**config.mk**
```make
export PLATFORM = sky130hd
export DESIGN_NAME = serial_addsub_flat
export DESIGN_NICKNAME = d
export VERILOG_FILES = /design/src/rtl/serial_addsub_if.sv /design/src/rtl/serial_addsub.sv /design/src/flat_wrapper.sv
export SDC_FILE = /design/constraint.sdc
export NUM_CORES = 1
export LEC_CHECK = 0
export CAP_MARGIN = 20
export CORE_MARGIN = 3
export CORE_UTILIZATION = 54
export DETAILED_ROUTE_END_ITERATION = 10
export GPL_TIMING_DRIVEN = 0
export PLACE_DENSITY = 0.83
export SLEW_MARGIN = 10
export SYNTH_ARGS = -nofsm -noshare
export SYNTH_HDL_FRONTEND = slang
export SYNTH_SLANG_ARGS = --single-unit
```
**constraint.sdc**
```tcl
create_clock -name clk -period 3.4 [get_ports clk]
set_clock_uncertainty 0.05 [all_clocks]
set_input_delay 0.51 -clock clk [delete_from_list [all_inputs] [get_ports clk]]
set_output_delay 0.51 -clock clk [all_outputs]
set_load 0.02 [all_outputs]
```
**src/rtl/serial_addsub_if.sv**
```systemverilog
// Operand/result bundle for the digit-serial adder/subtractor.
// The master drives the start request and operands; the slave returns the result and status.
interface serial_addsub_if #(
  parameter int WIDTH = 8
);
  logic             en;
  logic             sub;
  logic [WIDTH-1:0] a;
  logic [WIDTH-1:0] b;
  logic [WIDTH-1:0] out;
  logic             cout;
  logic             ovf;
  logic             busy;
  logic             done;

  modport master (
    output en, sub, a, b,
    input  out, cout, ovf, busy, done
  );

  modport slave (
    input  en, sub, a, b,
    output out, cout, ovf, busy, done
  );
endinterface

```
**src/rtl/serial_addsub.sv**
```systemverilog
// Digit-serial adder/subtractor: DIGIT bits per clock, LSB first, result held until next start.
// Subtraction is a + ~b + 1, so cout is the inverted borrow.
module serial_addsub #(
  parameter int WIDTH = 8,
  parameter int DIGIT = 1
) (
  input logic           clk,
  input logic           rst,
  serial_addsub_if.slave bus
);
  localparam int NDIG  = WIDTH / DIGIT;
  localparam int CNT_W = (NDIG > 1) ? $clog2(NDIG) : 1;
  localparam logic [CNT_W-1:0] LAST = CNT_W'(NDIG - 1);

  typedef enum logic [1:0] {IDLE, CALC, DONE} state_t;

  state_t           state;
  state_t           state_nxt;
  logic [WIDTH-1:0] a_reg;
  logic [WIDTH-1:0] b_reg;
  logic [WIDTH-1:0] res;
  logic [CNT_W-1:0] count;
  logic             carry;
  logic             sa;
  logic             sb;
  logic             cout_r;
  logic             ovf_r;
  logic [WIDTH-1:0] b_in;
  logic             start;
  logic             last;
  logic [DIGIT:0]   dsum;

  function automatic logic [DIGIT:0] digit_add(input logic [DIGIT-1:0] x,
                                               input logic [DIGIT-1:0] y,
                                               input logic             ci);
    return {1'b0, x} + {1'b0, y} + {{DIGIT{1'b0}}, ci};
  endfunction

  // New digit enters at the top so the LSB digit ends up at bit 0 after NDIG shifts.
  function automatic logic [WIDTH-1:0] shift_in(input logic [WIDTH-1:0] r,
                                                input logic [DIGIT-1:0] s);
    return (r >> DIGIT) | (WIDTH'(s) << (WIDTH - DIGIT));
  endfunction

  assign b_in  = bus.sub ? ~bus.b : bus.b;
  assign start = bus.en && (state != CALC);
  assign last  = (state == CALC) && (count == LAST);
  assign dsum  = digit_add(a_reg[DIGIT-1:0], b_reg[DIGIT-1:0], carry);

  always_ff @(posedge clk or posedge rst) begin
    if (rst) state <= IDLE;
    else     state <= state_nxt;
  end

  always_comb begin
    state_nxt = state;
    case (state)
      IDLE:    if (bus.en) state_nxt = CALC;
      CALC:    if (count == LAST) state_nxt = DONE;
      DONE:    if (bus.en) state_nxt = CALC;
      default: state_nxt = IDLE;
    endcase
  end

  always_comb begin
    bus.busy = (state == CALC);
    bus.done = (state == DONE);
  end

  always_ff @(posedge clk or posedge rst) begin
    if (rst) begin
      a_reg  <= '0;
      b_reg  <= '0;
      res    <= '0;
      count  <= '0;
      carry  <= 1'b0;
      sa     <= 1'b0;
      sb     <= 1'b0;
      cout_r <= 1'b0;
      ovf_r  <= 1'b0;
    end else if (start) begin
      a_reg  <= bus.a;
      b_reg  <= b_in;
      res    <= '0;
      count  <= '0;
      carry  <= bus.sub;
      sa     <= bus.a[WIDTH-1];
      sb     <= b_in[WIDTH-1];
      cout_r <= 1'b0;
      ovf_r  <= 1'b0;
    end else if (state == CALC) begin
      a_reg <= a_reg >> DIGIT;
      b_reg <= b_reg >> DIGIT;
      res   <= shift_in(res, dsum[DIGIT-1:0]);
      carry <= dsum[DIGIT];
      count <= last ? count : count + 1'b1;
      if (last) begin
        cout_r <= dsum[DIGIT];
        ovf_r  <= (sa == sb) && (dsum[DIGIT-1] != sa);
      end
    end
  end

  assign bus.out  = res;
  assign bus.cout = cout_r;
  assign bus.ovf  = ovf_r;
endmodule

```
**src/flat_wrapper.sv**
```systemverilog
// flat-port wrapper written by rule: the top's interface ports become plain ports
module serial_addsub_flat 
#(
  parameter int WIDTH = 8,
  parameter int DIGIT = 1
)
  (clk, rst, bus_en, bus_sub, bus_a, bus_b, bus_out, bus_cout, bus_ovf, bus_busy, bus_done);
  serial_addsub_if #(.WIDTH(WIDTH)) bus_i ();
  input logic clk;
  input logic rst;
  input wire logic [$bits(bus_i.en)-1:0] bus_en;
  input wire logic [$bits(bus_i.sub)-1:0] bus_sub;
  input wire logic [$bits(bus_i.a)-1:0] bus_a;
  input wire logic [$bits(bus_i.b)-1:0] bus_b;
  output wire logic [$bits(bus_i.out)-1:0] bus_out;
  output wire logic [$bits(bus_i.cout)-1:0] bus_cout;
  output wire logic [$bits(bus_i.ovf)-1:0] bus_ovf;
  output wire logic [$bits(bus_i.busy)-1:0] bus_busy;
  output wire logic [$bits(bus_i.done)-1:0] bus_done;
  assign bus_i.en = bus_en;
  assign bus_i.sub = bus_sub;
  assign bus_i.a = bus_a;
  assign bus_i.b = bus_b;
  assign bus_out = bus_i.out;
  assign bus_cout = bus_i.cout;
  assign bus_ovf = bus_i.ovf;
  assign bus_busy = bus_i.busy;
  assign bus_done = bus_i.done;
  serial_addsub #(.WIDTH(WIDTH), .DIGIT(DIGIT)) u_core (.clk(clk), .rst(rst), .bus(bus_i));
endmodule
```
Yosys cells after proc, flatten, opt, wreduce, memory -nomap -nowiden
Cells that the tools add are included.
{"block": "op_classes", "eq_ne": 9, "bitwise": 2, "n_reduce_logical": 10, "addsub": 3, "muxes": 21}
{"operator": "2-to-1 mux 8 bit", "count": 7}
{"operator": "2-to-1 mux 3 bit", "count": 3}
{"operator": "2-to-1 mux 1 bit", "count": 8}
{"operator": "inequality test 2 x 1 -> 1 bit (second input constant)", "count": 4}
{"operator": "inverter 8 bit", "count": 1}
{"operator": "OR 7 x 8 -> 8 bit", "count": 1}
{"operator": "AND reduction 2 bit", "count": 3}
{"operator": "2-to-1 mux 2 bit", "count": 2}
{"operator": "case mux 2 bit (2 select lines)", "count": 1}
{"operator": "nonzero test 2 bit", "count": 2}
{"operator": "adder 3 x 1 -> 3 bit (second input constant)", "count": 1}
{"operator": "== test 3 bit (second input constant)", "count": 1}
{"operator": "logical AND 1 bit", "count": 3}
{"operator": "adder 1 x 1 -> 2 bit", "count": 1}
{"operator": "adder 2 x 1 -> 2 bit", "count": 1}
{"operator": "== test 2 x 1 -> 1 bit (second input constant)", "count": 1}
{"operator": "== test 2 bit (second input constant)", "count": 1}
{"operator": "zero test 2 bit", "count": 1}
{"operator": "OR reduction 2 bit", "count": 1}
{"operator": "== test 1 bit", "count": 1}
{"operator": "inequality test 1 bit", "count": 1}
{"block": "word_totals", "elab_cells": 55, "ff_bits": 34}

Depth between registers and ports, before layout
Gate-level depths: netlist (run 1).
{"block": "logic_depth", "ltp_word": 7, "depth_mapped": 7}

Worst setup path before layout (run 1)
OpenSTA, ideal clock, no wires.
{"block": "synth_path", "kind": "reg2out", "startpoint": "register u_core.state[1]", "endpoint": "output port bus_busy", "t_arrival_ns": 0.954, "stages_incl_launch_ff": 6, "n_path_buf": 3, "path_slack_ns": 1.886, "path_cell_list": "dfrtp_1 -> nand2b_1 -> buf_6 -> inv_4 -> buf_6 -> buf_6"}
{"block": "synth_between", "elab_chain_cells": 1}
{"item": "start: declaration", "line_no": "serial_addsub.sv:17", "source": "state_t state;"}
{"item": "start signal: assignment", "line_no": "serial_addsub.sv:52", "source": "else state <= state_nxt;"}
{"item": "== test 2 x 1 -> 1 bit", "line_no": "serial_addsub.sv:66", "source": "bus.busy = (state == CALC);"}
{"item": "end: declaration", "line_no": "flat_wrapper.sv:18", "source": "output wire logic [$bits(bus_i.busy)-1:0] bus_busy;"}
Every way passes these cells.

Final worst setup path (run 1)
Ends and elaborated chain as after synthesis.

==> results by group, run 1 <==
Status
  • Status: finished clean

Die
  • Top Ports: 32
  • Row count: 19
  • Starting Density: 58.1%
  • Die Span X: 60.9 um
  • Core Footprint: 0.00281 mm^2
  • DIE AREA: 0.00371 mm^2
  • Chip height: 60.9 um

Route
  • DRC errors left: 0
  • Post-route ant nets: 0
  • First-pass DRT Iterations: 4
  • Final WL: 3.38 mm
  • Via count: 1226
  • Drt via density: 5.47
  • Starting DRC count in detailed routing: 53
  • DR WL/cell: 15.1 um

Clock tree
  • Worst skew pair latency: 340 ps
  • Hold-fix buffers, CTS: 0
  • Post-CTS Setup Inserts: 0
  • Clk root buf: clkbuf_4
  • Max clock buf depth: 2
  • TritonCTS clock tree: done
  • CTS sink cnt: 34
  • Clk slew on worst S/H paths: 110 ps
  • Post-CTS Resized: 0
  • TritonCTS Buffers: 5
  • H-Tree Level Count: 2

Place
  • Dpl cell area: 0.00197 mm^2
  • Post-DP HPWL: 2.47 mm
  • DP Worst Slack: 1180 ps
  • Gpl congestion: 0.751
  • IO buf count: 29
  • Placed cell count: 216

Timing
  • Maximum clock frequency: 383 MHz
  • Fin crit share: 76.7%
  • Max Slew Vio Count: 0
  • Crit path time final: 2610 ps
  • Tightest Pin Transition: 833 ps
  • Fin. Hold Viols: 0
  • Post-route setup TNS: 0 ps
  • RSZ-0062 raised after global routing: no
  • Rel. slew slack: 44.4%
  • Final setup vio count: 0
  • Hold WS: 437 ps
  • Setup slack after layout: 792 ps

Yosys
  • Syn. warnings: 0
  • Netlist cell types: 32
  • EDFF count, synth: 0
  • Cell with the most instances after synthesis: dfrtp_1
  • Synthesized instance count: 155
  • Seq/Total Area, Yosys: 52.2%
  • Commonest cells in the netlist: dfrtp_1 (34), nand2_1 (30), o21ai_0 (17)
  • Async SR Flop Fraction: 100%
  • Flops & latches, synth: 34
  • Top FF cell, synth: dfrtp_1
  • Post-synth design cell area: 0.00163 mm^2
  • Synth Area per Inst: 10.5 um^2
  • Synth area leader: dfrtp_1
  • Main area contributors after synthesis: dfrtp_1 (52%), mux2i_1 (9.2%), nand2_1 (6.9%), o21ai_0 (5.2%), xor2_1 (3.8%)
  • Syn nets: 178
  • Synth top area share: 52.2%

Worst setup path
  • CP Data Required Time: 2840 ps
  • Crit path max fanout: 10
  • Setup slack, reg-to-reg: 1710 ps
  • CP Data Arrival Time: 2050 ps
  • Crit path capture type: output pin
  • Crit Path Category: flop to output pin
  • Crit path launch type: flop
  • R2r worst-path depth: 5

Pwr
  • Power, Total: 1.67 mW
  • Worst IR Drop VDD: 533 uV
  • PD cells: 823 mW/mm^2
  • Leak: 0.953 nW

Layout
  • Final Instance Area: 0.00203 mm^2
  • Final core occ: 72.5%
  • Final net count: 215
  • Share of post-route cells with drive strength above 1: 11.4%
  • Final Non-Filler Cells: 224
  • Antenna diode count: 0
  • Layout area overhead: 24.8%

Global route
  • Total grt overflow: 0
  • Largest net degree at the start of global routing: 22
  • First-pass GRT wire length: 5.69 mm
  • GRT Total Usage: 21.2%
  • Initial antenna violation count: 0
  • Vias in the first global route: 1221

Min path
  • WHS Path Cells: 2
  • Worst min-delay path class: flop to flop

Run
  • Max_cap viols: 0
[path summary, 6_finish.rpt]
kind | start | end
max | u_core.state[1]$_DFFE_PP0P_ | bus_busy
min | u_core.b_reg[1]$_DFFE_PP0P_ | u_core.b_reg[0]$_DFFE_PP0P_
max reg2reg | u_core.b_reg[0]$_DFFE_PP0P_ | u_core.bus.ovf$_DFFE_PP0P_
min reg2reg | u_core.b_reg[1]$_DFFE_PP0P_ | u_core.b_reg[0]$_DFFE_PP0P_
max in group asynchronous | rst | u_core.a_reg[4]$_DFFE_PP0P_
min in group asynchronous | rst | u_core.a_reg[0]$_DFFE_PP0P_
[critical path, stage by stage (launching register included)]
cell	delay, ps
dfrtp_1	420
nand2b_1	170
buf_6	150
inv_4	60
buf_6	140
buf_6	150
clkdlybuf4s50_1	620
[report_power, final]
part,internal (mW),switching [mW]
Combinational,0.348,0.403
Sequential,0.576,0.109
Clock,0.100,0.137
[cell usage in the layout (no fill, tap or decap), drive strengths merged, types with 2 or more instances in the layout]
cell type,n
o21ai,24
ha,2
a21o,2
dfrtp,34
a21oi,3
buf,11
mux2i,15
clkdlybuf4s50,29
nor2,2
a22o,3
nand2,30
inv,6
xor2,7
clkbuf,8
nand3,3
[layout make-up]
| class | count | area (um^2) |
|---|---|---|
| clock buffer | 7 | 55.1 |
| tap | 31 | 38.8 |
| buffer | 11 | 83.8 |
| clock inverter | 1 | 5.00 |
| multi-input combinational | 104 | 669 |
| fill | 224 | 772 |
| sequential | 34 | 851 |
| inverter | 6 | 25.0 |
| timing repair buffer | 30 | 305 |
[kinds of logic (layout without fill, tap and decap cells)]
logic type / after synthesis / count (layout) / synth area share, %
flops: 34 / 34 / 52.2
mux: 16 / 16 / 9.91
xor+xnor: 8 / 8 / 4.30
fa+ha+maj: 3 / 3 / 2.76
simple gates: 40 / 40 / 10.4
compound gates: 37 / 37 / 13.7
buf+inv: 17 / 55 / 6.68
[layer usage]
| layer | track usage, % | share of wire [%] | vias up |
|---|---|---|---|
| li1 | - | - | 596 |
| met1 | 27.8 | 44 | 594 |
| met2 | 34.2 | 49 | 33 |
| met3 | 7.23 | 6.0 | 3 |
| met4 | 4.64 | 0.80 | 0 |
| met5 | 0 | 0 | - |
Note: power is estimated with default switching activity, not from simulation.
==> inputs of run 2 (changes only) <==
- CORE_UTILIZATION: 54 -> 51
- PLACE_DENSITY: 0.83 -> 0.79
- clock period: 3.4 -> 2.4 ns (I/O delays scaled with it)
==> run 2 against run 1 <==
  * Sequential share of layout area shrank 0.33 points
  * Flip-flop and latch count is the same
  * Power grew 39%
  * Critical path depth is the same
  * Hold slack lost 96 ps
  * First-iteration DRC count grew 7.5%
==> results by group, run 2 (synthesized netlist as in run 1, its figures left out) <==
Layout
  • Area occupied by multi-input gates: 669 um^2 (unchanged)
  • Final net count: 215 (unchanged)
  • Layout area overhead: 25.8%
  • Antenna diode count: 0 (unchanged)
  • Commonest non-fill, non-tap cell in the layout: dfrtp_1
  • Filler cells: 237 (+5.8%)
  • Share of post-route cells with drive strength above 1: 11.0% (-0.40 points)
  • Register area: 851 um^2 (unchanged)
  • Final Instance Area: 0.00205 mm^2 (+0.80%)
  • Commonest non-fill, non-tap cells in the layout: dfrtp_1 (34), nand2_1 (30), clkdlybuf4s50_1 (28)

Run
  • Max_cap viols: 0 (unchanged)

Clock tree
  • Worst skew pair latency: 320 ps (-20 ps)
  • H-Tree Level Count: 2 (unchanged)
  • Max clock buf depth: 2 (unchanged)
  • Clk slew on worst S/H paths: 90 ps (-20 ps)
  • Clk root buf: clkbuf_4
  • Hold-fix buffers, CTS: 0 (unchanged)
  • CTS sink cnt: 34 (unchanged)
  • TritonCTS Buffers: 5 (unchanged)
  • Post-CTS Setup Inserts: 0 (unchanged)
  • Post-CTS Resized: 1 (+1)
  • TritonCTS clock tree: done

Global route
  • Largest net degree at the start of global routing: 23 (+4.5%)
  • Vias in the first global route: 1276 (+4.5%)
  • Initial antenna violation count: 0 (unchanged)
  • GRT Total Usage: 18.6% (-2.6 points)
  • Total grt overflow: 0 (unchanged)
  • First-pass GRT wire length: 5.71 mm (+0.37%)

Timing
  • Crit path time final: 2120 ps
  • Fin crit share: 88.5%
  • Rel. slew slack: 60.3% (+16 points)
  • Post-route setup TNS: 0 ps (unchanged)
  • Final setup vio count: 0 (unchanged)
  • Maximum clock frequency: 471 MHz
  • RSZ-0062 raised after global routing: no
  • Tightest Pin Transition: 594 ps (-239 ps)
  • Fin. Hold Viols: 0 (unchanged)
  • Max Slew Vio Count: 0 (unchanged)

Pwr
  • Worst IR Drop VDD: 702 uV (+32%)
  • PD cells: 1140 mW/mm^2 (+38%)
  • Leak: 0.953 nW (about the same)

Die
  • Core Footprint: 0.00290 mm^2 (+3.4%)
  • Die Span X: 62.5 um (+2.6%)
  • Top Ports: 32 (unchanged)
  • Chip height: 62.5 um (+2.6%)
  • DIE AREA: 0.00391 mm^2 (+5.3%)
  • Row count: 19 (unchanged)
  • Starting Density: 56.2% (-1.9 points)

Place
  • IO buf count: 29 (unchanged)
  • Gpl congestion: 0.726 (-3.4%)
  • Dpl cell area: 0.00200 mm^2 (+1.3%)
  • Post-DP HPWL: 2.38 mm (-3.8%)

Worst setup path
  • Crit path max fanout: 10 (unchanged)
  • CP Data Arrival Time: 1710 ps (-340 ps)
  • Crit path launch type: flop
  • Crit Path Category: flop to output pin
  • Crit path capture type: output pin
  • CP Data Required Time: 1990 ps (-850 ps)

Status
  • Status: finished clean

Route
  • Via count: 1226 (unchanged)
  • Starting DRC count in detailed routing: 57 (+7.5%)
  • Post-route ant nets: 0 (unchanged)
  • DR WL/cell: 13.9 um (-8.1%)
  • Drt via density: 5.26 (-3.9%)
  • First-pass DRT Iterations: 4 (unchanged)
  • DRC errors left: 0 (unchanged)
  • Final WL: 3.23 mm (-4.4%)

Min path
  • Worst min-delay path class: primary input to async pin
==> run 2: cell count changes in the layout (fill, tap and decap cells not counted), sizes merged <==
cell,change
clkinv,-1
clkdlybuf4s50,-1
clkbuf,-1
dlygate4sd2,+1
==> run 2: per-stage QoR <==
| step | worst slack (ps) | hold WS (ps) | instances | utilization, % | power (mW) |
|---|---|---|---|---|---|
| final | 277 | 340 | 233 | 70.7 | 2.33 |
| after global routing | 171 | 378 | 233 | 70.7 | 2.52 |
| after CTS | 254 | 349 | 233 | 70.7 | 2.35 |
| after detailed placement | 361 | 422 | 227 | 68.9 | 2.05 |
| after global placement | 372 | 408 | 226 | 68.0 | 1.99 |
| after floorplan | 910 | 398 | 155 | - | 1.66 |
==> run 2: power breakdown <==
| group | total (mW) | switching, mW | leakage (nW) | internal (mW) |
|---|---|---|---|---|
| Combinational | 1.06 | 0.568 | 0.486 | 0.491 |
| Clock | 0.309 | 0.177 | 0.0302 | 0.132 |
| Sequential | 0.964 | 0.148 | 0.437 | 0.816 |
==> run 2: worst max-delay path: stages, from the launching register on <==
cell           delay (ps)
dfrtp_1               410
nand2b_1              160
buf_6                 140
inv_4                  60
buf_6                 130
buf_6                 150
dlygate4sd2_1         340
==> run 2: path summary, 6_finish.rpt <==
path	cells past startpoint	slack, ps	from	endpoint
worst max-delay path	6	280	u_core.state[1]$_DFFE_PP0P_	bus_busy
worst min-delay path	2	340	rst	u_core.b_reg[5]$_DFFE_PP0P_
worst max register to register	5	750	u_core.count[0]$_DFFE_PP0P_	u_core.bus.cout$_DFFE_PP0P_
worst min register to register	2	440	u_core.a_reg[5]$_DFFE_PP0P_	u_core.a_reg[4]$_DFFE_PP0P_
max in group asynchronous	3	1450	rst	u_core.bus.ovf$_DFFE_PP0P_
min in group clk	4	370	bus_en	u_core.bus.out[6]$_DFFE_PP0P_
==> run 2: final cells by class <==
type	count	share of cell area, %
Clock buffer	6	2.50
Multi-Input combinational cell	104	32.7
Timing Repair Buffer	30	15.4
Sequential cell	34	41.5
Buffer	11	4.09
Inverter	6	1.22
Tap cell	42	2.56
==> run 2: per-layer routing <==
metal	wire length (um)	part of all wire, %	vias up	global-route usage [%]
li1	-	-	596	-
met1	1430	44	597	23.9
met2	1590	49	31	29.2
met3	205	6.3	2	6.12
met4	16	0.49	0	6.61
met5	0	0	-	0
==> inputs of run 3 (changes only) <==
- CORE_MARGIN: 3 -> 2
- SLEW_MARGIN: 10 -> not set
==> run 3 against run 2 <==
  * Cell count increased by 1.7%
  * First-iteration DRC count decreased by 8.8%
  * Wire length shrank 0.80%
  * Worst setup slack worse by 7.1 ps
  * Via count shrank 0.82%
  * Power increased by 0.74%
  * Flip-flop and latch count stayed put
  * Clock power up 6.8%
  * Core utilization fell by 3.2 points
  * Combinational power is essentially flat
  * Clock-buffer cell count grew 1
  * Largest power group unchanged
==> results by group, run 3 (synthesized netlist as in run 1, its figures left out) <==
Layout
  • Share of post-route cells with drive strength above 1: 11.4% (+0.40 points)
  • Final Non-Filler Cells: 237 (+1.7%)
  • Final core occ: 67.5% (-3.2 points)
  • Filler cells: 262 (+11%)
  • Layout area overhead: 26.5%
  • Commonest non-fill, non-tap cell in the layout: dfrtp_1
  • Antenna diode count: 0 (unchanged)
  • Commonest non-fill, non-tap cells in the layout: dfrtp_1 (34), nand2_1 (30), clkdlybuf4s50_1 (28)
  • Final net count: 215 (unchanged)

Pwr
  • Leak: 0.958 nW (+0.53%)
  • PD cells: 1140 mW/mm^2 (+0.19%)
  • Worst IR Drop VDD: 713 uV (+1.6%)

Worst setup path
  • Crit path cell chain: nand2b_1 -> buf_6 -> inv_4 -> buf_6 -> buf_6 -> dlygate4sd2_1
  • Crit path max fanout: 10 (unchanged)
  • Number of cells on the critical path: 6 (unchanged)
  • Crit Path Category: flop to output pin
  • Crit path capture type: output pin
  • Worst path slowest cell: dfrtp_1
  • CP Data Required Time: 1990 ps (about the same)
  • CP Data Arrival Time: 1720 ps (about the same)
  • Buf+Inv Stages, Crit Path: 5 (unchanged)
  • Cell repeated most along the worst path: buf_6
  • Max incr delay on CP: 410 ps (about the same)
  • R2r worst-path depth: 5 (unchanged)
  • Top delay family on crit path: buffers and inverters
  • Crit path launch type: flop

Die
  • Row count: 20 (+1)
  • Core Footprint: 0.00305 mm^2 (+5.3%)
  • Die Span X: 60.5 um (-3.2%)
  • Chip height: 60.5 um (-3.2%)
  • Starting Density: 53.4% (-2.8 points)
  • Top Ports: 32 (unchanged)
  • DIE AREA: 0.00366 mm^2 (-6.3%)

Place
  • Gpl congestion: 0.802 (+11%)
  • Placed cell count: 229 (+0.88%)
  • Post-DP HPWL: 2.31 mm (-2.8%)
  • IO buf count: 29 (unchanged)

Timing
  • Tightest Pin Transition: 728 ps (+134 ps)
  • Crit path time final: 2130 ps (+7.08 ps)
  • Fin crit share: 88.7% (+0.30 points)
  • Max Slew Vio Count: 0 (unchanged)
  • Fin. Hold Viols: 0 (unchanged)
  • Rel. slew slack: 51.4% (-8.9 points)
  • Post-route setup TNS: 0 ps (unchanged)
  • RSZ-0062 raised after global routing: no
  • Maximum clock frequency: 469 MHz (-0.33%)
  • Final setup vio count: 0 (unchanged)

Route
  • First-pass DRT Iterations: 4 (unchanged)
  • DR WL/cell: 13.5 um (-2.5%)
  • Post-route ant nets: 0 (unchanged)
  • Starting DRC count in detailed routing: 52 (-8.8%)
  • Drt via density: 5.13 (-2.5%)
  • Via count: 1216 (-0.82%)
  • DRC errors left: 0 (unchanged)
  • Final WL: 3.21 mm (-0.80%)

Status
  • Status: finished clean

Clock tree
  • Clk root buf: clkbuf_4
  • Hold-fix buffers, CTS: 0 (unchanged)
  • Clk slew on worst S/H paths: 90 ps (about the same)
  • TritonCTS clock tree: done
  • TritonCTS Buffers: 5 (unchanged)
  • H-Tree Level Count: 2 (unchanged)
  • CTS sink cnt: 34 (unchanged)
  • Worst skew pair latency: 330 ps (about the same)
  • Max clock buf depth: 2 (unchanged)

Global route
  • Initial antenna violation count: 0 (unchanged)
  • GRT Total Usage: 20.0% (+1.4 points)
  • First-pass GRT wire length: 5.40 mm (-5.4%)
  • Largest net degree at the start of global routing: 19 (-17%)
  • Total grt overflow: 0 (unchanged)
  • Vias in the first global route: 1266 (-0.78%)

Min path
  • Worst min-delay path class: primary input to flop
  • WHS Path Cells: 4

Run
  • Max_cap viols: 0 (unchanged)
==> run 3: metal layers <==
metal	global-route usage, %	wire length (um)	up-vias
li1	-	-	601
met1	25.5	1490	579
met2	32.9	1500	30
met3	6.61	178	6
met4	5.59	40	0
met5	0	0	-
==> run 3: power breakdown <==
part           internal (mW)  switching, mW  total [mW]
sequential             0.816          0.149       0.965
clock                  0.142          0.188       0.330
combinational          0.490          0.565        1.05
==> run 3: stage by stage <==
step / hold WS [ps] / setup slack, ps / instance area (um^2) / power, mW
6_report: 367 / 270 / 2060 / 2.35
5_1_grt: 397 / 187 / 2060 / 2.54
4_1_cts: 363 / 252 / 2060 / 2.37
3_5_place_dp: 418 / 360 / 2000 / 2.03
3_3_place_gp: 410 / 377 / 1970 / 1.99
2_1_floorplan: 398 / 910 / 1630 / 1.66
==> run 3: layout make-up <==
| cell class | count | area, um^2 | share of cell area (%) |
|---|---|---|---|
| inverters | 6 | 25.0 | 1.21 |
| clock buffers | 7 | 55.1 | 2.67 |
| clock inverters | 1 | 5.00 | 0.243 |
| well taps | 44 | 55.1 | 2.67 |
| flip-flops and latches | 34 | 851 | 41.3 |
| plain buffers | 11 | 83.8 | 4.07 |
| multi-input cells | 104 | 669 | 32.5 |
| repair buffers | 30 | 317 | 15.4 |
==> run 3: final timing paths <==
check / from / to / slack (ps)
worst max register to register: u_core.count[0]$_DFFE_PP0P_ / u_core.bus.cout$_DFFE_PP0P_ / 770
worst min register to register: u_core.a_reg[6]$_DFFE_PP0P_ / u_core.a_reg[5]$_DFFE_PP0P_ / 440
worst min-delay path: bus_en / u_core.bus.out[6]$_DFFE_PP0P_ / 370
min in group asynchronous: rst / u_core.a_reg[5]$_DFFE_PP0P_ / 400
worst max-delay path: u_core.state[1]$_DFFE_PP0P_ / bus_busy / 270
max in group asynchronous: rst / u_core.bus.out[6]$_DFFE_PP0P_ / 1360
==> run 3: worst min-delay path, cell delays in order <==
cell     delay (ps)
buf_2           150
inv_1            80
nand2_1          70
o21ai_1          50
==> run 3: timing repair <==
item                                    in CTS  in global routing
endpoints found under the setup margin       1                  0
gates resized for setup                      1                  0
buffers inserted                             0                  0
hold endpoints to repair                     0                  0
